## src/rtl/inst_fetch_pkg.sv

```systemverilog
// Shared types and constants for the instruction-fetch stage.
// Optional feature macro used by this slice: MISALIGN_TRAP_EN.
package inst_fetch_pkg;

    localparam int INST_W = 32;
    localparam int ADDR_W = 64;

    localparam logic [INST_W-1:0] EBREAK_INST = 32'h0010_0073;
    localparam logic [ADDR_W-1:0] PC_STEP     = 64'd4;

    typedef enum logic [1:0] {
        IDLE = 2'd0,
        RUN  = 2'd1,
        HALT = 2'd2
    } fetch_state_e;

    // Clears the byte-offset bits so a loaded PC is always word aligned.
    function automatic logic [ADDR_W-1:0] align_pc(input logic [ADDR_W-1:0] pc);
        return {pc[ADDR_W-1:2], 2'b00};
    endfunction

    // Sequential fetch address; wraps naturally at 2^64.
    function automatic logic [ADDR_W-1:0] next_pc(input logic [ADDR_W-1:0] pc);
        return pc + PC_STEP;
    endfunction

    // True when the fetched word is the halting breakpoint.
    function automatic logic is_ebreak(input logic [INST_W-1:0] inst);
        return (inst == EBREAK_INST);
    endfunction

endpackage

```

## src/rtl/inst_fetch_queue.sv

```systemverilog
// Fetch queue: synchronous FIFO of {pc, inst} pairs with flush.
// Flush beats push/pop. A push while full is only legal together with a pop;
// the writer lands in the slot being freed. Head outputs read 0 when empty.
import inst_fetch_pkg::*;

module fetch_queue #(
    parameter int DEPTH = 2,
    parameter int PTR_W = $clog2(DEPTH)
) (
    input  logic              clk,
    input  logic              rst_n,
    input  logic              flush,
    input  logic              push,
    input  logic              pop,
    input  logic [ADDR_W-1:0] push_pc,
    input  logic [INST_W-1:0] push_inst,
    output logic [PTR_W:0]    count,
    output logic              head_valid,
    output logic [ADDR_W-1:0] head_pc,
    output logic [INST_W-1:0] head_inst
);

    localparam logic [PTR_W-1:0] PTR_ONE = PTR_W'(1);
    localparam logic [PTR_W:0]   CNT_ONE = (PTR_W+1)'(1);

    logic [ADDR_W-1:0] pc_mem_r   [DEPTH];
    logic [INST_W-1:0] inst_mem_r [DEPTH];
    logic [PTR_W-1:0]  rd_ptr_r;
    logic [PTR_W-1:0]  wr_ptr_r;
    logic [PTR_W:0]    count_r;
    logic              valid_s;

    assign valid_s    = (count_r != {(PTR_W+1){1'b0}});
    assign count      = count_r;
    assign head_valid = valid_s;
    assign head_pc    = valid_s ? pc_mem_r[rd_ptr_r]   : {ADDR_W{1'b0}};
    assign head_inst  = valid_s ? inst_mem_r[rd_ptr_r] : {INST_W{1'b0}};

    // Storage write: one entry per accepted push.
    always_ff @(posedge clk or negedge rst_n) begin
        if (!rst_n) begin
            for (int i = 0; i < DEPTH; i++) begin
                pc_mem_r[i]   <= {ADDR_W{1'b0}};
                inst_mem_r[i] <= {INST_W{1'b0}};
            end
        end else if (push && !flush) begin
            pc_mem_r[wr_ptr_r]   <= push_pc;
            inst_mem_r[wr_ptr_r] <= push_inst;
        end
    end

    // Pointer and occupancy bookkeeping; flush empties the queue.
    always_ff @(posedge clk or negedge rst_n) begin
        if (!rst_n) begin
            rd_ptr_r <= {PTR_W{1'b0}};
            wr_ptr_r <= {PTR_W{1'b0}};
            count_r  <= {(PTR_W+1){1'b0}};
        end else if (flush) begin
            rd_ptr_r <= {PTR_W{1'b0}};
            wr_ptr_r <= {PTR_W{1'b0}};
            count_r  <= {(PTR_W+1){1'b0}};
        end else begin
            if (push) begin
                wr_ptr_r <= wr_ptr_r + PTR_ONE;
            end
            if (pop) begin
                rd_ptr_r <= rd_ptr_r + PTR_ONE;
            end
            case ({push, pop})
                2'b10:   count_r <= count_r + CNT_ONE;
                2'b01:   count_r <= count_r - CNT_ONE;
                default: count_r <= count_r;
            endcase
        end
    end

endmodule

```

## src/rtl/inst_fetch.sv

```systemverilog
// PC generation and fetch buffer between instruction memory and decode.
// Optional feature: define MISALIGN_TRAP_EN to trap misaligned redirect
// targets (enter HALT, report out_misalign/out_misalign_pc). Without it the
// low two bits of a redirect target are dropped.
import inst_fetch_pkg::*;

module inst_fetch #(
    parameter logic [63:0] RESET_PC = 64'h0,
    parameter int          FQ_DEPTH = 2
) (
    input  logic        in_clk,
    input  logic        in_rst_n,
    input  logic        in_done_load_inst,
    output logic [63:0] out_inst_addr,
    input  logic [31:0] in_inst,
    input  logic        in_redirect_valid,
    input  logic [63:0] in_redirect_pc,
    output logic        out_fetch_valid,
    input  logic        in_fetch_ready,
    output logic [31:0] out_fetch_inst,
    output logic [63:0] out_fetch_pc,
    output logic        out_halted
`ifdef MISALIGN_TRAP_EN
    ,
    output logic        out_misalign,
    output logic [63:0] out_misalign_pc
`endif
);

    localparam int             PTR_W    = $clog2(FQ_DEPTH);
    localparam logic [PTR_W:0] FULL_CNT = (PTR_W+1)'(FQ_DEPTH);

    fetch_state_e      state_r;
    logic [ADDR_W-1:0] pc_r;

    logic [PTR_W:0]    count_s;
    logic              fetch_valid_s;
    logic [ADDR_W-1:0] head_pc_s;
    logic [INST_W-1:0] head_inst_s;
    logic              full_s;
    logic              pop_s;
    logic              push_s;
    logic              redirect_s;
    logic              misalign_hit_s;
    logic [ADDR_W-1:0] redirect_target_s;

`ifdef MISALIGN_TRAP_EN
    logic              misalign_r;
    logic [ADDR_W-1:0] misalign_pc_r;

    assign out_misalign    = misalign_r;
    assign out_misalign_pc = misalign_pc_r;
`endif

    assign out_inst_addr   = pc_r;
    assign out_fetch_valid = fetch_valid_s;
    assign out_fetch_pc    = head_pc_s;
    assign out_fetch_inst  = head_inst_s;
    assign out_halted      = (state_r == HALT);
    assign full_s          = (count_s == FULL_CNT);

    // Handshake and enqueue decisions; a redirect suppresses the enqueue.
    always_comb begin
        pop_s             = 1'b0;
        push_s            = 1'b0;
        redirect_s        = 1'b0;
        misalign_hit_s    = 1'b0;
        redirect_target_s = pc_r;

        pop_s      = fetch_valid_s && in_fetch_ready;
        redirect_s = in_redirect_valid && (state_r != IDLE);

`ifdef MISALIGN_TRAP_EN
        misalign_hit_s    = redirect_s && (in_redirect_pc[1:0] != 2'b00);
        redirect_target_s = in_redirect_pc;
`else
        misalign_hit_s    = 1'b0;
        redirect_target_s = align_pc(in_redirect_pc);
`endif

        if ((state_r == RUN) && !redirect_s && (!full_s || pop_s)) begin
            push_s = 1'b1;
        end else begin
            push_s = 1'b0;
        end
    end

    // Fetch FSM: load gating, sequential PC advance, EBREAK halt, redirects.
    always_ff @(posedge in_clk or negedge in_rst_n) begin
        if (!in_rst_n) begin
            state_r <= IDLE;
            pc_r    <= RESET_PC;
`ifdef MISALIGN_TRAP_EN
            misalign_r    <= 1'b0;
            misalign_pc_r <= {ADDR_W{1'b0}};
`endif
        end else begin
            case (state_r)
                IDLE: begin
                    if (in_done_load_inst) begin
                        state_r <= RUN;
                    end else begin
                        state_r <= IDLE;
                    end
                end
                RUN, HALT: begin
                    if (redirect_s) begin
                        if (misalign_hit_s) begin
                            state_r <= HALT;
`ifdef MISALIGN_TRAP_EN
                            misalign_r    <= 1'b1;
                            misalign_pc_r <= in_redirect_pc;
`endif
                        end else begin
                            state_r <= RUN;
                            pc_r    <= redirect_target_s;
                        end
                    end else if (push_s) begin
                        pc_r <= next_pc(pc_r);
                        if (is_ebreak(in_inst)) begin
                            state_r <= HALT;
                        end else begin
                            state_r <= RUN;
                        end
                    end else begin
                        state_r <= state_r;
                    end
                end
                default: begin
                    state_r <= IDLE;
                end
            endcase
        end
    end

    fetch_queue #(
        .DEPTH (FQ_DEPTH),
        .PTR_W (PTR_W)
    ) u_fetch_queue (
        .clk        (in_clk),
        .rst_n      (in_rst_n),
        .flush      (redirect_s),
        .push       (push_s),
        .pop        (pop_s),
        .push_pc    (pc_r),
        .push_inst  (in_inst),
        .count      (count_s),
        .head_valid (fetch_valid_s),
        .head_pc    (head_pc_s),
        .head_inst  (head_inst_s)
    );

endmodule
```

## config.mk

```make
export PLATFORM = sky130hd
export DESIGN_NAME = inst_fetch
export DESIGN_NICKNAME = d
export VERILOG_FILES = /design/src/rtl/inst_fetch_pkg.sv /design/src/rtl/inst_fetch_queue.sv /design/src/rtl/inst_fetch.sv
export SDC_FILE = /design/constraint.sdc
export NUM_CORES = 1
export LEC_CHECK = 0
export CAP_MARGIN = 20
export CORE_MARGIN = 5
export CORE_UTILIZATION = 52
export CTS_CLUSTER_DIAMETER = 100
export DETAILED_ROUTE_END_ITERATION = 16
export GPL_TIMING_DRIVEN = 1
export PLACE_DENSITY = 0.86
export SLEW_MARGIN = 20
export SYNTH_ARGS = -nofsm -noshare
export SYNTH_HDL_FRONTEND = slang
export SYNTH_SLANG_ARGS = --single-unit
```

## constraint.sdc

```tcl
create_clock -name in_clk -period 2.8 [get_ports in_clk]
set_input_delay 0.42 -clock in_clk [delete_from_list [all_inputs] [get_ports in_clk]]
set_output_delay 0.42 -clock in_clk [all_outputs]
set_load 0.01 [all_outputs]
```

# After elaboration in Yosys (flattened, before gate mapping)
# Cells that the tools add are included.
# Widths: inputs -> output; s select.
op_classes:
  n_addsub: 5
  magnitude_cmp: 3
  eq_ne: 7
  n_mux: 28
  bitwise: 2
  n_reduce_logical: 17
ops:
  columns: ["cell", "count"]
  rows:
  - ["$mux 64", 7]
  - ["$mux 32", 5]
  - ["$bwmux 128", 1]
  - ["$add 64x3->64 const B", 1]
  - ["$bwmux 64", 1]
  - ["$demux 64 s1", 1]
  - ["$demux 32 s1", 1]
  - ["$eq 32x21->1 const B", 1]
  - ["$mux 2", 4]
  - ["$pmux 2 s2", 2]
  - ["$reduce_bool 2->1", 4]
  - ["$eq 2x2->1 const B", 3]
  - ["$logic_and 1x1->1", 6]
  - ["$mux 1", 6]
  - ["$eq 2x1->1 const B", 2]
  - ["$ge 2x2->1 const B", 2]
  - ["$not 1->2", 2]
  - ["$ne 3x1->1 const B", 1]
  - ["$reduce_bool 3->1", 1]
  - ["$add 1x1->1 const B", 2]
  - ["$add 2x1->2 const B", 1]
  - ["$logic_not 1->1", 2]
  - ["$logic_not 2->1", 1]
  - ["$lt 2x1->1 const B", 1]
  - ["other kinds (4)", 4]
word_totals:
  register_bits: 262
  inputBits: 101
  word_cells: 71

# Depth between registers and ports, before layout
depth:
  word_depth: 9
  mapped_depth: 11

# Hierarchy
# From an unflattened synthesis, not the netlist that was laid out.
hier_totals:
  hier_cells: 1194
  area_unflattened_um2: 13148.9
modules_own_cells:
  columns: ["mod", "n_inst", "cells_per_inst", "area_each_um2", "seq_area_each_um2"]
  rows:
  - ["fetch_queue", 1, 639, 8758.4, 4904.7]
  - ["inst_fetch", 1, 555, 4390.5, 1601.5]

# Worst setup path before layout
# OpenSTA, ideal clock, no wires.
synth_path:
  path_kind: "register to register"
  start: "reg state_r[0]"
  end: "reg u_fetch_queue.pc_mem_r[100] in the netlist's numbering"
  setup_ns: 0.125
  arrival_time_ns: 2.439
  required_ns: 2.675
  path_slack_ns: 0.237
  path_stages_with_launch: 11
  n_path_buf: 4
  period_less_slack_ns: 2.563
  path_cell_list: "dfrtp_1 -> inv_1 -> ha_1 -> nand2b_1 -> clkbuf_1 -> o21a_1 -> clkbuf_1 -> nor3_1 -> clkbuf_1 -> buf_2 -> mux2_2"
synth_between:
  elab_chain_cells: 7
  word_cells_on_any_way: 8
  cone_classes: "eq/ne: 1; mux: 1; reduce/logical: 6"
synth_rtl:
  columns: ["item", "line_no", "rtl"]
  rows:
  - ["start, declared", "inst_fetch.sv:33", "fetch_state_e state_r;"]
  - ["start signal, assigned", "inst_fetch.sv:126", "state_r <= state_r;"]
  - ["$reduce_bool 2->1", "inst_fetch.sv:71", "redirect_s = in_redirect_valid && (state_r != IDLE);"]
  - ["$logic_and 1x1->1", "inst_fetch.sv:71", null]
  - ["$logic_not 1->1", "inst_fetch_queue.sv:46, inst_fetch.sv:81", null]
  - ["$logic_and 1x1->1 (2 in series)", "inst_fetch.sv:81", "if ((state_r == RUN) && !redirect_s && (!full_s || pop_s)) begin"]
  - ["$mux 1", "inst_fetch.sv:81", null]
  - ["$logic_and 1x1->1 (*)", "inst_fetch_queue.sv:46", "end else if (push && !flush) begin"]
  - ["end signal, assigned by index", "inst_fetch_queue.sv:43", "pc_mem_r[i] <= {ADDR_W{1'b0}};"]
  - ["end signal, assigned by index", "inst_fetch_queue.sv:47", "pc_mem_r[wr_ptr_r] <= push_pc;"]
  - ["end, declared", "inst_fetch_queue.sv:26", "logic [ADDR_W-1:0] pc_mem_r [DEPTH];"]
# Mark *: on every way between the ends. The rest lies on a longest branch, timed or not.
# A chain may end at the register's enable or synchronous reset.

# Worst setup path after layout
layout_path:
  start: "reg u_fetch_queue.rd_ptr_r"
  end: "out out_fetch_pc[36]"
layout_between:
  elab_chain_cells: 5
layout_rtl:
  columns: ["item", "line_no", "rtl"]
  rows:
  - ["start, declared", "inst_fetch_queue.sv:28", "logic [PTR_W-1:0] rd_ptr_r;"]
  - ["start signal, assigned", "inst_fetch_queue.sv:55", "rd_ptr_r <= {PTR_W{1'b0}};"]
  - ["start signal, assigned", "inst_fetch_queue.sv:59", "rd_ptr_r <= {PTR_W{1'b0}};"]
  - ["start signal, assigned", "inst_fetch_queue.sv:67", "rd_ptr_r <= rd_ptr_r + PTR_ONE;"]
  - ["$not 1->2 (implied by the code)", "inst_fetch_queue.sv:36", "assign head_pc = valid_s ? pc_mem_r[rd_ptr_r] : {ADDR_W{1'b0}};"]
  - ["$mux 64 (implied by the code) (3 in series)", "inst_fetch_queue.sv:36", null]
  - ["$mux 64", "inst_fetch_queue.sv:36", null]
  - ["end, declared", "inst_fetch.sv:21", "output logic [63:0] out_fetch_pc,"]
# Every way passes these cells. The select of a mux whose other input is x is not followed.

==> impl_metrics.env <==
export IMPL_final_max_slew_viol_count=0
export IMPL_worst_slew_pin_slew_ns=0.8221
export IMPL_endpoint_kind="output port"
export IMPL_final_area_um2=17540
export IMPL_dr_pass1_iters=6
export IMPL_postRouteWirelength_mm=40.86
export IMPL_placed_area_um2=16540
export IMPL_synth_top_area_share_pct=48.33
export IMPL_fp_dieW_um=169.7
export IMPL_yosys_top_cells_area="dfrtp_1 48%, mux2_2 16%, mux2i_1 7.2%"
export IMPL_cap_viol_max_count=0
export IMPL_dieArea_um2=28780
export IMPL_cts_tree="done"
export IMPL_drc=0
export IMPL_io_buffers=256
export IMPL_grt_met2_usage_pct=45.50
export IMPL_worst_slack_ns=0.1400
export IMPL_clk_path_buf_depth=3
export IMPL_viasPerCell=6.147
export IMPL_antenna_found_initial=5
export IMPL_gp_congestion=0.9517
export IMPL_whs_path_depth=3
export IMPL_finalHoldViolCount=0
export IMPL_postSynthCellCount=1258
export IMPL_async_reset_ff_share_pct=100.0
export IMPL_reg2reg_depth=5
export IMPL_final_util_pct=69.84
export IMPL_wl_per_cell_um=21.86
export IMPL_r2r_slack_ns=0.16
export IMPL_clock_latency_ns=0.54
export IMPL_clk_pin_slew_ns=0.06
export IMPL_grt_first_pass_wirelength_mm=64.24
export IMPL_fin_tns_setup_ns=0
export IMPL_cts_repair_resized=0
export IMPL_rsz0062_at_grt="no"
export IMPL_path_max_fanout=30
export IMPL_ys_seq_area_share_pct=48.33
export IMPL_period_share_pct=95.00
export IMPL_synth_flop_cell="dfrtp_1"
export IMPL_cp_data_arrival_time_ns=2.24
export IMPL_min_to="out_inst_addr[3]$_DFFE_PN0P_"
export IMPL_dp_hpwl_mm=28.32
export IMPL_grt_pass1_vias=11595
export IMPL_holdCritPathClass="input port to register"
export IMPL_htreeDepth=1
export IMPL_layout_nets=1624
export IMPL_cts_root_buf="clkbuf_16"
export IMPL_use_met3_pct=7.640
export IMPL_initial_core_util_pct=52.79
export IMPL_synth_cell_type_count=66
export IMPL_yosys_area_top_type="dfrtp_1"
export IMPL_postRouteAntennaNets=0
export IMPL_drive_gt1_share_pct=20.82
export IMPL_start_kind="register"
export IMPL_finalSetupViolCount=0
export IMPL_status="complete, no violations"
export IMPL_die_h_um=169.7
export IMPL_area_growth_pct=32.30
export IMPL_ys_seq_elements=256
export IMPL_crit_type="register to output port"
export IMPL_grt_max_degree=85
export IMPL_max_freq_ghz=0.3759
export IMPL_post_place_ws_ns=0.1644
export IMPL_clock_sinks=256
export IMPL_synth_edf_count=0
export IMPL_syn_cell_area_um2=13260
export IMPL_period_minus_slack_ns=2.660
export IMPL_met1_usage_pct=35.44
export IMPL_track_usage_pct=27.62
export IMPL_relSlewSlack_pct=44.99
export IMPL_worst_ep_required_time_ns=2.38
export IMPL_grt_overflow_total=0
export IMPL_io_pins=263
export IMPL_rr_startpoint="out_inst_addr[4]$_DFFE_PN0P_"
export IMPL_cts_buffers=28
export IMPL_vias=11488
export IMPL_syn_avg_cell_area_um2=10.54
export IMPL_r2r_end="out_inst_addr[62]$_DFFE_PN0P_"
export IMPL_skew_ns=0.01833
export IMPL_power_leakage_nw=7.011
export IMPL_coreArea_um2=25110
export IMPL_top_usage_layer="met2"
export IMPL_synth_warnings=0
export IMPL_drtIter0Drc=996
export IMPL_whs_ns=0.4452
export IMPL_ir_drop_uv=677.1
export IMPL_rows=58
export IMPL_powerDensity_nw_per_um2=1104
export IMPL_hp_start="in_redirect_pc[3]"
==> cell usage after synthesis (4+ instances only) <==
cell type  number
or3_1           9
nand4_1        40
o22ai_1        16
or4_1          14
o211ai_1        6
inv_1          13
a221oi_1        4
a2bb2oi_1      11
nor4_1         19
mux2_2        184
nand2b_1        5
clkbuf_1       72
nand2_1        57
o22a_1          5
o21ai_0        30
and2_1          5
nand3_1        54
buf_1          13
a211oi_1        6
buf_4           4
a21oi_1        51
o21a_1          4
nor2_1        153
nor3_1         22
a31oi_1         7
and3_1         23
mux2i_1        95
buf_2          14
ha_1            5
and4_1          7
dfrtp_1       256
==> worst max path at each step <==
stage	from	endpoint	cells after the start
after floorplan	state_r[0]$_DFFE_PN0P_	u_fetch_queue.pc_mem_r[100]$_DFFE_PN0P_	10
after global placement	in_inst[4]	state_r[1]$_DFFE_PN0P_	6
after detailed placement	in_inst[4]	state_r[1]$_DFFE_PN0P_	6
after CTS	u_fetch_queue.count[0]$_DFFE_PN0P_	out_fetch_pc[35]	4
after global routing	u_fetch_queue.rd_ptr_r$_DFFE_PN0P_	out_fetch_pc[35]	4
final	u_fetch_queue.rd_ptr_r$_DFFE_PN0P_	out_fetch_pc[36]	4
==> worst max-delay path, stage by stage, from the launching register on <==
cell and delay, ns:
dfrtp_4 0.57, buf_12 0.27, mux2i_1 0.26, nor2_1 0.08
clkdlybuf4s50_1 0.48
==> what timing repair did <==
| action | 4_1_cts | 5_1_grt |
|---|---|---|
| pin swaps | 1 | 1 |
| setup buffers | 1 | 7 |
| hold endpoints to repair | 80 | 0 |
| setup endpoints to repair | 31 | 61 |
| hold buffers | 1 | 0 |
==> state kept, by name, summed over array words and instances (netlist names) <==
name,count
out_inst_addr,62
state_r,2
u_fetch_queue.count,2
u_fetch_queue.inst_mem_r,64
u_fetch_queue.pc_mem_r,124
u_fetch_queue.rd_ptr_r,1
u_fetch_queue.wr_ptr_r,1
==> cells by family after synthesis <==
logic type      synth area share, %
simple gates                  16.62
mux                           22.81
flops                         48.33
compound gates                8.118
buf+inv                       3.559
fa+ha+maj                    0.4720
other cells                 0.02829
xor+xnor                    0.06609
==> area by class of cell <==
class | count | area (µm²)
clock inverter | 11 | 90.09
inverter | 14 | 52.55
fill | 1818 | 7572
clock buffer | 38 | 809.5
timing repair buffer | 330 | 3308
sequential | 256 | 6410
tap | 330 | 412.9
antenna | 2 | 5.005
multi-input combinational | 888 | 6449
==> routing by layer <==
layer | routed length (µm) | part of all wire [%]
met5 | 41 | 0.10
met4 | 1408 | 3.4
met3 | 3846 | 9.4
met2 | 19740 | 48
met1 | 15830 | 39
==> stage by stage <==
stage / power, mW / std cells
after detailed placement: 15.60 / 1809
final: 19.37 / 1869
after floorplan: 11.31 / 1261
after CTS: 19.33 / 1860
after global routing: 20.45 / 1869
after global placement: 15.17 / 1809
==> placed cells by master, fill, tap and decap left out, types with 6 or more instances in the layout <==
cell and n:
mux2_2 184, or3_1 9, o21ai_0 30, a211oi_1 6, clkbuf_16 29, nor2_1 151
clkinv_2 7, or4_1 14, a31oi_1 7, nand3_1 53, and4_1 7, o22ai_1 16
a21oi_1 51, clkdlybuf4s50_1 255, and3_1 23, buf_4 58, o211ai_1 6, nor4_1 18
buf_12 14, nand4_1 40, a2bb2oi_1 11, mux2i_1 95, dfrtp_1 255, nor3_1 21
inv_1 13, nand2_1 56
==> report_power, final <==
part	total [mW]	leakage, nW	internal, mW	switching, mW
Clock	3.61	0.448	2.11	1.50
Sequential	6.74	2.95	5.39	1.36
Combinational	9.02	3.61	4.85	4.17
Total	19.4	7.01	12.3	7.03
Note: power is estimated with default switching activity, not from simulation.
